$ cat src/rtl/spi_speed_slave_if.sv
// SPI pin bundle between the host and the wheel-speed readout slave.
interface spi_speed_slave_if;
  logic spi_sclk;
  logic spi_cs_n;
  logic spi_mosi;
  logic spi_miso;

  modport slave  (input spi_sclk, input spi_cs_n, input spi_mosi, output spi_miso);
  modport master (output spi_sclk, output spi_cs_n, output spi_mosi, input spi_miso);
endinterface

$ cat src/rtl/spi_speed_slave.sv
// SPI mode-0 slave returning coherent snapshots of the left/right wheel counts.
// Optional frame counter at address 0x03 when SPI_FRAME_CNT_EN is defined.
//
// state | meaning
// IDLE  | waiting for chip-select fall, MISO low
// ADDR  | shifting in the 8-bit address
// DATA  | shifting out 16 data bits on SCLK falls
// DONE  | frame complete, SCLK ignored until CS rises
module spi_speed_slave #(
  parameter logic [15:0] ID_VALUE    = 16'hA55A,
  parameter int          SYNC_STAGES = 2
) (
  input  logic              clk,
  input  logic              reset,
  input  logic [15:0]       count_left,
  input  logic [15:0]       count_right,
  spi_speed_slave_if.slave  spi
);

  localparam logic [1:0] IDLE = 2'd0;
  localparam logic [1:0] ADDR = 2'd1;
  localparam logic [1:0] DATA = 2'd2;
  localparam logic [1:0] DONE = 2'd3;

  // Top bit of the sclk/cs chains is the edge-detect history flop.
  logic [SYNC_STAGES:0]   sclkSync;
  logic [SYNC_STAGES:0]   csSync;
  logic [SYNC_STAGES-1:0] mosiSync;

  logic [1:0]  state;
  logic [4:0]  bitCnt;
  logic [6:0]  addr;
  logic [15:0] shiftReg;
  logic [15:0] snapLeft;
  logic [15:0] snapRight;
  logic        misoReg;
`ifdef SPI_FRAME_CNT_EN
  logic [15:0] frameCnt;
`endif

  logic        sclkRise;
  logic        sclkFall;
  logic        csFall;
  logic        csHigh;
  logic        mosiS;
  logic [7:0]  addrNext;
  logic [15:0] mapData;

  assign sclkRise = sclkSync[SYNC_STAGES-1] & ~sclkSync[SYNC_STAGES];
  assign sclkFall = ~sclkSync[SYNC_STAGES-1] & sclkSync[SYNC_STAGES];
  assign csFall   = ~csSync[SYNC_STAGES-1] & csSync[SYNC_STAGES];
  assign csHigh   = csSync[SYNC_STAGES-1];
  assign mosiS    = mosiSync[SYNC_STAGES-1];
  assign addrNext = {addr, mosiS};
  assign spi.spi_miso = misoReg;

  always_comb begin
    mapData = 16'h0000;
    case (addrNext)
      8'h00: mapData = snapLeft;
      8'h01: mapData = snapRight;
      8'h02: mapData = ID_VALUE;
`ifdef SPI_FRAME_CNT_EN
      8'h03: mapData = frameCnt;
`endif
      default: mapData = 16'h0000;
    endcase
  end

  always_ff @(posedge clk) begin
    if (reset) begin
      sclkSync <= '0;
      csSync   <= '1;
      mosiSync <= '0;
    end else begin
      sclkSync <= {sclkSync[SYNC_STAGES-1:0], spi.spi_sclk};
      csSync   <= {csSync[SYNC_STAGES-1:0], spi.spi_cs_n};
      mosiSync <= {mosiSync[SYNC_STAGES-2:0], spi.spi_mosi};
    end
  end

  always_ff @(posedge clk) begin
    if (reset) begin
      state     <= IDLE;
      bitCnt    <= '0;
      addr      <= '0;
      shiftReg  <= '0;
      snapLeft  <= '0;
      snapRight <= '0;
      misoReg   <= 1'b0;
`ifdef SPI_FRAME_CNT_EN
      frameCnt  <= '0;
`endif
    end else if (csHigh) begin
      // CS high wins over any SCLK edge in the same cycle.
      state   <= IDLE;
      misoReg <= 1'b0;
    end else begin
      case (state)
        IDLE: begin
          misoReg <= 1'b0;
          if (csFall) begin
            snapLeft  <= count_left;
            snapRight <= count_right;
            bitCnt    <= '0;
            state     <= ADDR;
`ifdef SPI_FRAME_CNT_EN
            frameCnt  <= frameCnt + 16'd1;
`endif
          end
        end
        ADDR: begin
          misoReg <= 1'b0;
          if (sclkRise) begin
            addr   <= addrNext[6:0];
            bitCnt <= bitCnt + 5'd1;
            if (bitCnt == 5'd7) begin
              shiftReg <= mapData;
              state    <= DATA;
            end
          end
        end
        DATA: begin
          if (sclkFall) begin
            misoReg  <= shiftReg[15];
            shiftReg <= {shiftReg[14:0], 1'b0};
          end
          if (sclkRise) begin
            bitCnt <= bitCnt + 5'd1;
            if (bitCnt == 5'd23) state <= DONE;
          end
        end
        default: begin
          misoReg <= 1'b0;
        end
      endcase
    end
  end

endmodule

$ cat src/flat_wrapper.sv
// flat-port wrapper written by rule: the top's interface ports become plain ports
module spi_speed_slave_flat 
#(
  parameter logic [15:0] ID_VALUE    = 16'hA55A,
  parameter int          SYNC_STAGES = 2
)
  (clk, reset, count_left, count_right, spi_spi_sclk, spi_spi_cs_n, spi_spi_mosi, spi_spi_miso);
  spi_speed_slave_if spi_i ();
  input  logic clk;
  input  logic reset;
  input  logic [15:0] count_left;
  input  logic [15:0] count_right;
  input wire logic [$bits(spi_i.spi_sclk)-1:0] spi_spi_sclk;
  input wire logic [$bits(spi_i.spi_cs_n)-1:0] spi_spi_cs_n;
  input wire logic [$bits(spi_i.spi_mosi)-1:0] spi_spi_mosi;
  output wire logic [$bits(spi_i.spi_miso)-1:0] spi_spi_miso;
  assign spi_i.spi_sclk = spi_spi_sclk;
  assign spi_i.spi_cs_n = spi_spi_cs_n;
  assign spi_i.spi_mosi = spi_spi_mosi;
  assign spi_spi_miso = spi_i.spi_miso;
  spi_speed_slave #(.ID_VALUE(ID_VALUE), .SYNC_STAGES(SYNC_STAGES)) u_core (.clk(clk), .reset(reset), .count_left(count_left), .count_right(count_right), .spi(spi_i));
endmodule
$ cat config.mk
export PLATFORM = sky130hd
export DESIGN_NAME = spi_speed_slave_flat
export DESIGN_NICKNAME = d
export VERILOG_FILES = /design/src/rtl/spi_speed_slave_if.sv /design/src/rtl/spi_speed_slave.sv /design/src/flat_wrapper.sv
export SDC_FILE = /design/constraint.sdc
export NUM_CORES = 1
export LEC_CHECK = 0
export ABC_AREA = 1
export BUFFER_PORTS_ARGS = -buffer_cell sky130_fd_sc_hd__buf_2
export CORE_MARGIN = 2
export CORE_UTILIZATION = 35
export DETAILED_ROUTE_END_ITERATION = 6
export GPL_ROUTABILITY_DRIVEN = 0
export GPL_TIMING_DRIVEN = 0
export HOLD_SLACK_MARGIN = 0.1
export PLACE_DENSITY_LB_ADDON = 0.08
export SETUP_SLACK_MARGIN = 0.15
export SKIP_LAST_GASP = 1
export SYNTH_ARGS = -nofsm -noshare
export SYNTH_HDL_FRONTEND = slang
export SYNTH_SLANG_ARGS = --single-unit
$ cat constraint.sdc
create_clock -name clk -period 1.7 [get_ports clk]
set_input_delay 0.085 -clock clk [delete_from_list [all_inputs] [get_ports clk]]
set_output_delay 0.085 -clock clk [all_outputs]
set_load 0.03 [all_outputs]
# Word-level counts from Yosys, hierarchy flattened
# Index checks and enable logic that the tools add are counted.
dict set report totals {
  reg_bits 71
  in_bits 37
  out_inout_bits 1
}
dict set report op_classes {
  addsub 1
  n_eq_ne 13
  mux 14
  bitwise_logic 7
  reduce_logical 13
}
# cell count
set ops {}
lappend ops {{$mux 16} 3}
lappend ops {{$pmux 16 s3} 1}
lappend ops {{$pmux 16 s2} 1}
lappend ops {{$ne 2x1->1 const B} 7}
lappend ops {{$mux 2} 5}
lappend ops {{$mux 5} 2}
lappend ops {{$pmux 5 s2} 1}
lappend ops {{$eq 8x1->1 const B} 1}
lappend ops {{$eq 8x2->1 const B} 1}
lappend ops {{$logic_not 8->1} 1}
lappend ops {{$pmux 2 s3} 1}
lappend ops {{$reduce_and 3->1} 2}
lappend ops {{$reduce_and 6->1} 1}
lappend ops {{$add 5x1->5 const B} 1}
lappend ops {{$eq 5x3->1 const B} 1}
lappend ops {{$eq 5x5->1 const B} 1}
lappend ops {{$reduce_and 5->1} 1}
lappend ops {{$not 1->1} 4}
lappend ops {{$reduce_and 4->1} 1}
lappend ops {{$reduce_bool 2->1} 2}
lappend ops {{$reduce_or 2->1} 2}
lappend ops {{$and 1x1->1} 3}
lappend ops {{$reduce_bool 3->1} 1}
lappend ops {{$reduce_or 3->1} 1}
lappend ops {{3 further kinds} 3}

# Longest topological paths before layout
# Gate-level depths: netlist of the first run.
dict set report logic_depth {
  word_depth 5
  mapped_depth 10
  mapped_depth_nobuf 9
}

# Worst setup path after synthesis of the first run
# No wires, ideal clock.
dict set report synth_timing {
  kind {reg2reg}
  from {reg u_core.state[0]}
  to {reg u_core.shiftReg[12]}
  setup_time_ps 116
  arrival_time_ps 1377
  path_slack_ps 206
  path_stages_with_launch 11
  path_buffers 2
  synth_period_minus_slack_ps 1494
  cell_sequence {dfxtp_1 -> inv_1 -> ha_1 -> buf_4 -> o21ai_1 -> nor2_2 -> nand2_4 -> buf_6 -> nand2_2 -> nand2_1 -> a21oi_2}
}
dict set report synth_via {
  elab_chain_cells 3
  elab_cells_between_ends 8
  classes_between {eq/ne (5); mux (1); reduce/logical (2)}
}
# item line_no
set synth_lines {}
lappend synth_lines {{from (decl)} spi_speed_slave.sv:30} ;# logic [1:0] state;
lappend synth_lines {{from (signal assigned)} spi_speed_slave.sv:84} ;# state <= IDLE;
lappend synth_lines {{from (signal assigned)} spi_speed_slave.sv:96} ;# state <= IDLE;
lappend synth_lines {{from (signal assigned)} spi_speed_slave.sv:106} ;# state <= ADDR;
lappend synth_lines {{$eq 2x2->1 or $eq 2x1->1 (tied branches)} spi_speed_slave.sv:99} ;# case (state)
lappend synth_lines {{$ne 2x1->1 (no source line) or $reduce_bool 2->1 (tied branches)} -}
lappend synth_lines {{$reduce_and 5->1 (no source line)} -}
lappend synth_lines {{to (signal assigned)} spi_speed_slave.sv:118} ;# shiftReg <= mapData;
lappend synth_lines {{to (signal assigned)} spi_speed_slave.sv:126} ;# shiftReg <= {shiftReg[14:0], 1'b0};
lappend synth_lines {{to (decl)} spi_speed_slave.sv:33} ;# logic [15:0] shiftReg;
# Parallel ways exist; a longest one is shown, timed or not.
# A chain may end at the register's enable or synchronous reset.

# Worst setup path after layout of the first run
dict set report layout_timing {
  from {reg u_core.state[1]}
  to {reg u_core.shiftReg[13]}
}
# Same word-level chain as after synthesis.

==> impl_metrics.env, run 1 <==
export IMPL_num_vias=3097
export IMPL_synth_top_area_cell="dfxtp_1"
export IMPL_layout_common_cells="78 x inv_1, 74 x nand2_1, 67 x dfxtp_1"
export IMPL_path_class="register to register"
export IMPL_drt_iter0_drc=70
export IMPL_grt_max_degree=13
export IMPL_cts_buffers=9
export IMPL_clock_latency_ns=0.35
export IMPL_start_util_pct=35.4
export IMPL_slowest_stage="dfxtp_2"
export IMPL_post_dp_hpwl_um=5800
export IMPL_post_drt_wl_per_cell_um=12.0
export IMPL_grt_setup_unrepaired="true"
export IMPL_firstDrtPassIters=4
export IMPL_vias_per_cell=4.41
export IMPL_syn_inst=471
export IMPL_mostFrequentLayoutCell="inv_1"
export IMPL_drive_above_1_share_pct=28.3
export IMPL_drt_total_wl_um=8420
export IMPL_slew_violations=0
export IMPL_worst_slew_pin_slew_ns=0.432
export IMPL_hold_viol=0
export IMPL_pre_cts_ws_ns=0.00895
export IMPL_crit_path_end_kind="register"
export IMPL_grt_antenna_before_repair=0
export IMPL_leakage_nw=1.96
export IMPL_crit_chain="inv_1 > ha_1 > o21ai_2 > nor2_2 > nand2_4 > buf_8 > nor2_1 > a21oi_2"
export IMPL_syn_nets=514
export IMPL_syn_avg_cell_area_um2=7.25
export IMPL_clkSlewWorstSetupHoldPaths_ns=0.08
export IMPL_fp_dieH_um=103
export IMPL_io_pins=38
export IMPL_final_antenna_net_count=0
export IMPL_fin_nets=607
export IMPL_rows=36
export IMPL_antennaDiodeCount=0
export IMPL_yosys_register_bits=71
export IMPL_critPathBufInv=2
export IMPL_synthDistinctLibCells=26
export IMPL_syn2layout_area_growth_pct=33.3
export IMPL_grt_pass1_vias=2797
export IMPL_setup_viol=0
export IMPL_skew_ns=0.0113
export IMPL_critPathRequiredTime_ns=1.94
export IMPL_reg2reg_slack_ns=0.23
export IMPL_ir_drop_mv=0.406
export IMPL_drcViolationCount=0
export IMPL_cts_tree="yes"
export IMPL_hold_path_class="register to register"
export IMPL_netlist_top_cells_area="dfxtp_1 42%, inv_1 8.8%, nand2_1 8.2%, a21oi_1 7.2%, o21ai_0 5.7%"
export IMPL_synth_area_um2=3410
export IMPL_yosysSeqAreaShare_pct=41.6
export IMPL_critPathMaxFanout=10
export IMPL_yosys_warnings=0
export IMPL_status="finished clean"
export IMPL_place_area_um2=3770
export IMPL_die_w_um=103
export IMPL_start_kind="register"
export IMPL_cpPeakStageDelay_ns=0.35
export IMPL_numPortBuffers=37
export IMPL_grt_usage_pct=16.6
export IMPL_drv_cap=0
export IMPL_clock_sinks=71
export IMPL_root_buffer="clkbuf_8"
export IMPL_grt_pass1_wl_um=13500
export IMPL_core_area_um2=9640
export IMPL_worst_slew_margin_rel_pct=71.2
export IMPL_fin_crit_ns=1.47
export IMPL_fin_ws_ns=0.229
export IMPL_h_tree_depth=3
export IMPL_grt_ovfl_total=0
export IMPL_setup_tns_ns=0
export IMPL_power_density_nw_per_um2=790
export IMPL_cp_data_arrival_time_ns=1.71
export IMPL_critPathTopFamily="flip-flops"
export IMPL_final_area_um2=4550
export IMPL_clockBufferDepth=2
export IMPL_period_share_pct=86.5
export IMPL_max_freq_mhz=680
export IMPL_synth_top_area_share_pct=41.6
export IMPL_postLayoutCoreUtil_pct=47.2
export IMPL_fp_dieArea_um2=10600
-- Yosys cell counts, drive strengths merged --
| cell | n |
|---|---|
| nand2 | 103 |
| inv | 83 |
| dfxtp | 71 |
| a21oi | 68 |
| o21ai | 48 |
| nor2 | 39 |
| nand3 | 24 |
| buf | 14 |
| clkbuf | 7 |
| ha | 6 |
| or2 | 3 |
| o211ai | 2 |
| xor2 | 2 |
| clkinv | 1 |
-- final cells by class --
class                           count  area, um2
Sequential cell                    71       1430
Fill cell                        1002       5090
Buffer                             21        158
Tap cell                          133        166
Clock buffer                       11        141
Clock inverter                      5       81.3
Inverter                           84        318
Timing Repair Buffer               82        619
Multi-Input combinational cell    295       1640
-- path summary, 6_finish.rpt --
kind,cells past startpoint,startpoint,to
min,1,u_core.csSync[0],u_core.csSync[1]
min reg2reg,1,u_core.csSync[0],u_core.csSync[1]
max,8,u_core.state[1],u_core.shiftReg[13]
max reg2reg,8,u_core.state[1],u_core.shiftReg[13]
-- per-stage QoR --
step	instances	power (mW)	hold WS, ns
2_1_floorplan	471	1.92	0.189
3_3_place_gp	641	2.02	0.267
3_5_place_dp	641	2.02	0.276
4_1_cts	696	3.63	0.413
5_1_grt	702	3.76	0.441
6_report	702	3.59	0.411
-- flip-flops by register name, indices dropped and copies added, names as in the netlist --
register,cells
u_core.sclkSync,3
u_core.snapLeft,16
u_core.bitCnt,5
u_core.snapRight,16
u_core.state,2
u_core.shiftReg,16
u_core.spi.spi_miso,1
u_core.csSync,3
u_core.mosiSync,2
u_core.addr,7
-- metal layers --
metal | vias up | track usage (%) | part of all wire [%]
met5 | - | 0 | 0
met1 | 1377 | 22.3 | 50
met4 | 0 | 4.86 | 1.1
li1 | 1662 | - | -
met3 | 9 | 4.07 | 3.0
met2 | 49 | 26.7 | 46
-- repair_timing --
item | CTS | global route
resized for setup | 12 | 31
endpoints found under the setup margin | 53 | 51
cloned | 0 | 1
pin swaps | 1 | 2
hold endpoints to repair | 39 | 0
hold buffers | 37 | 0
buffers inserted | 2 | 5
-- worst register-to-register path, cell delays in order (launching register included) --
cell and delay (ns):
dfxtp_2 0.35, inv_1 0.11, ha_1 0.25, o21ai_2 0.07, nor2_2 0.12, nand2_4 0.10, buf_8 0.16, nor2_1 0.12
a21oi_2 0.07
-- kinds of logic after synthesis --
logic type | Yosys count | synth area share (%)
buffers and inverters | 105 | 12.8
adders and majority gates | 6 | 2.20
and+or+nand+nor | 169 | 23.2
AOI/OAI and AO/OA | 118 | 19.6
xor gates and xnor gates | 2 | 0.513
DFF | 71 | 41.6
-- where the power goes --
part / leakage [nW] / total, mW / switching [mW] / internal, mW
Sequential: 0.579 / 1.74 / 0.0252 / 1.71
Clock: 0.110 / 1.54 / 0.671 / 0.867
Combinational: 1.27 / 0.319 / 0.164 / 0.155
Total: 1.96 / 3.59 / 0.861 / 2.73
Note: power is estimated with default switching activity, not from simulation.
==> run 2: changes to the inputs <==
--- a/config.mk
+++ b/config.mk
@@ -8,7 +8,7 @@
 export ABC_AREA = 1
 export BUFFER_PORTS_ARGS = -buffer_cell sky130_fd_sc_hd__buf_2
 export CORE_MARGIN = 2
-export CORE_UTILIZATION = 35
+export CORE_UTILIZATION = 25
 export DETAILED_ROUTE_END_ITERATION = 6
 export GPL_ROUTABILITY_DRIVEN = 0
 export GPL_TIMING_DRIVEN = 0
==> run 2 against run 1 <==
Against the previous run:
- design area grew 1.5%
- largest cell class unchanged
- wire length grew 4.5%
- clock power grew 14%
- sequential power is essentially flat
- first-iteration DRC count shrank 37%
- hold slack lost 0.0059 ns
- setup slack lost 0.021 ns
- count of clock-buffer cells in the layout shrank 1
- sequential share of layout area shrank 0.41 points
==> impl_metrics.env, run 2 (synthesis gave the netlist of run 1 again) <==
export IMPL_fp_dieH_um=121
export IMPL_die_w_um=121
export IMPL_leakage_nw=1.98
export IMPL_setup_tns_ns=0
export IMPL_cp_data_arrival_time_ns=1.72
export IMPL_period_share_pct=87.7
export IMPL_pre_cts_ws_ns=-0.0146
export IMPL_h_tree_depth=3
export IMPL_cts_buffers=9
export IMPL_setup_viol=0
export IMPL_grt_pass1_wl_um=14500
export IMPL_io_pins=38
export IMPL_drt_iter0_drc=44
export IMPL_slowest_stage="dfxtp_4"
export IMPL_grt_usage_pct=12.9
export IMPL_hold_viol=0
export IMPL_max_freq_mhz=670
export IMPL_slew_violations=0
export IMPL_postLayoutCoreUtil_pct=34.7
export IMPL_drt_total_wl_um=8800
export IMPL_numPortBuffers=37
export IMPL_fp_dieArea_um2=14600
export IMPL_fin_crit_ns=1.49
export IMPL_worst_slew_margin_rel_pct=69.1
export IMPL_critPathMaxFanout=10
export IMPL_fin_nets=605
export IMPL_hold_path_class="register to register"
export IMPL_post_dp_hpwl_um=6370
export IMPL_start_util_pct=25.7
export IMPL_clock_sinks=71
export IMPL_critPathTopFamily="simple AND/OR/NAND/NOR gates"
export IMPL_antennaDiodeCount=0
export IMPL_grt_pass1_vias=2932
export IMPL_syn2layout_area_growth_pct=35.3
export IMPL_post_drt_wl_per_cell_um=11.8
export IMPL_grt_antenna_before_repair=0
export IMPL_start_kind="register"
export IMPL_layout_common_cells="77 x inv_1, 74 x nand2_1, 67 x dfxtp_1"
export IMPL_grt_setup_unrepaired="true"
export IMPL_rows=42
export IMPL_core_area_um2=13300
export IMPL_grt_ovfl_total=0
export IMPL_skew_ns=0.00506
export IMPL_cpPeakStageDelay_ns=0.36
export IMPL_mostFrequentLayoutCell="inv_1"
export IMPL_worst_slew_pin_slew_ns=0.463
export IMPL_clockBufferDepth=2
export IMPL_drive_above_1_share_pct=28.0
export IMPL_path_class="register to register"
export IMPL_firstDrtPassIters=4
export IMPL_vias_per_cell=4.11
export IMPL_status="finished clean"
export IMPL_critPathRequiredTime_ns=1.93
export IMPL_crit_chain="inv_2 > ha_4 > buf_6 > o21ai_1 > nor2_2 > nand2_4 > buf_8 > nor2_1 > a21oi_2"
export IMPL_critPathBufInv=3
export IMPL_reg_largest_list="u_core.shiftReg: 16 flops, u_core.snapLeft: 16 flops, u_core.snapRight: 16 flops"
export IMPL_num_vias=3052
export IMPL_clock_latency_ns=0.33
export IMPL_root_buffer="clkbuf_16"
export IMPL_cts_tree="yes"
export IMPL_clkSlewWorstSetupHoldPaths_ns=0.06
export IMPL_crit_path_end_kind="register"
export IMPL_final_antenna_net_count=0
export IMPL_fin_ws_ns=0.208
export IMPL_ir_drop_mv=0.389
export IMPL_drv_cap=0
export IMPL_grt_max_degree=13
export IMPL_power_density_nw_per_um2=824
export IMPL_drcViolationCount=0
-- run 2: metal layers --
layer,wire [um],GRT usage [%]
met1,4380,17.0
met2,4090,20.8
met3,186,2.26
met4,142,5.23
met5,0,0
-- run 2: layout make-up --
class	count	area, um2
buffer	21	161
clock inverter	6	36.3
timing repair buffer	80	601
inverter	84	315
tap	176	220
fill	1444	8680
multi-input combinational	295	1620
clock buffer	10	239
sequential	71	1430
-- run 2: power breakdown --
| part | leakage (nW) | total, mW | internal, mW | switching, mW |
|---|---|---|---|---|
| Sequential | 0.580 | 1.74 | 1.71 | 0.0253 |
| Clock | 0.138 | 1.75 | 1.02 | 0.729 |
| Combinational | 1.26 | 0.321 | 0.156 | 0.165 |
| Total | 1.98 | 3.81 | 2.89 | 0.919 |
-- run 2: worst paths after layout --
path / to / slack (ns) / from / cells after the start
hold reg to reg: u_core.sclkSync[1] / 0.40 / u_core.sclkSync[0] / 2
setup / recovery: u_core.shiftReg[11] / 0.21 / u_core.state[0] / 9
setup reg to reg: u_core.shiftReg[11] / 0.21 / u_core.state[0] / 9
hold / removal: u_core.sclkSync[1] / 0.40 / u_core.sclkSync[0] / 2
-- run 2: through the flow --
stage | std cells | area (um2) | total power [mW] | hold WS [ns]
after floorplan | 471 | 3410 | 1.92 | 0.189
after global placement | 684 | 3820 | 2.02 | 0.267
after detailed placement | 684 | 3820 | 2.03 | 0.274
after CTS | 740 | 4540 | 3.87 | 0.407
after global routing | 743 | 4620 | 4.00 | 0.424
final | 743 | 4620 | 3.81 | 0.405
-- run 2: tightest hold or removal path: stages (launching register included) --
cell and delay, ns:
dfxtp_1 0.30, inv_1 0.04, nor2_1 0.03
-- run 2: what timing repair did --
item / in CTS / in global routing
hold buffers: 37 / 0
resized for setup: 17 / 21
pin swaps: 0 / 3
buffers inserted: 3 / 3
setup endpoints to repair: 53 / 50
endpoints found under the hold margin: 37 / 0
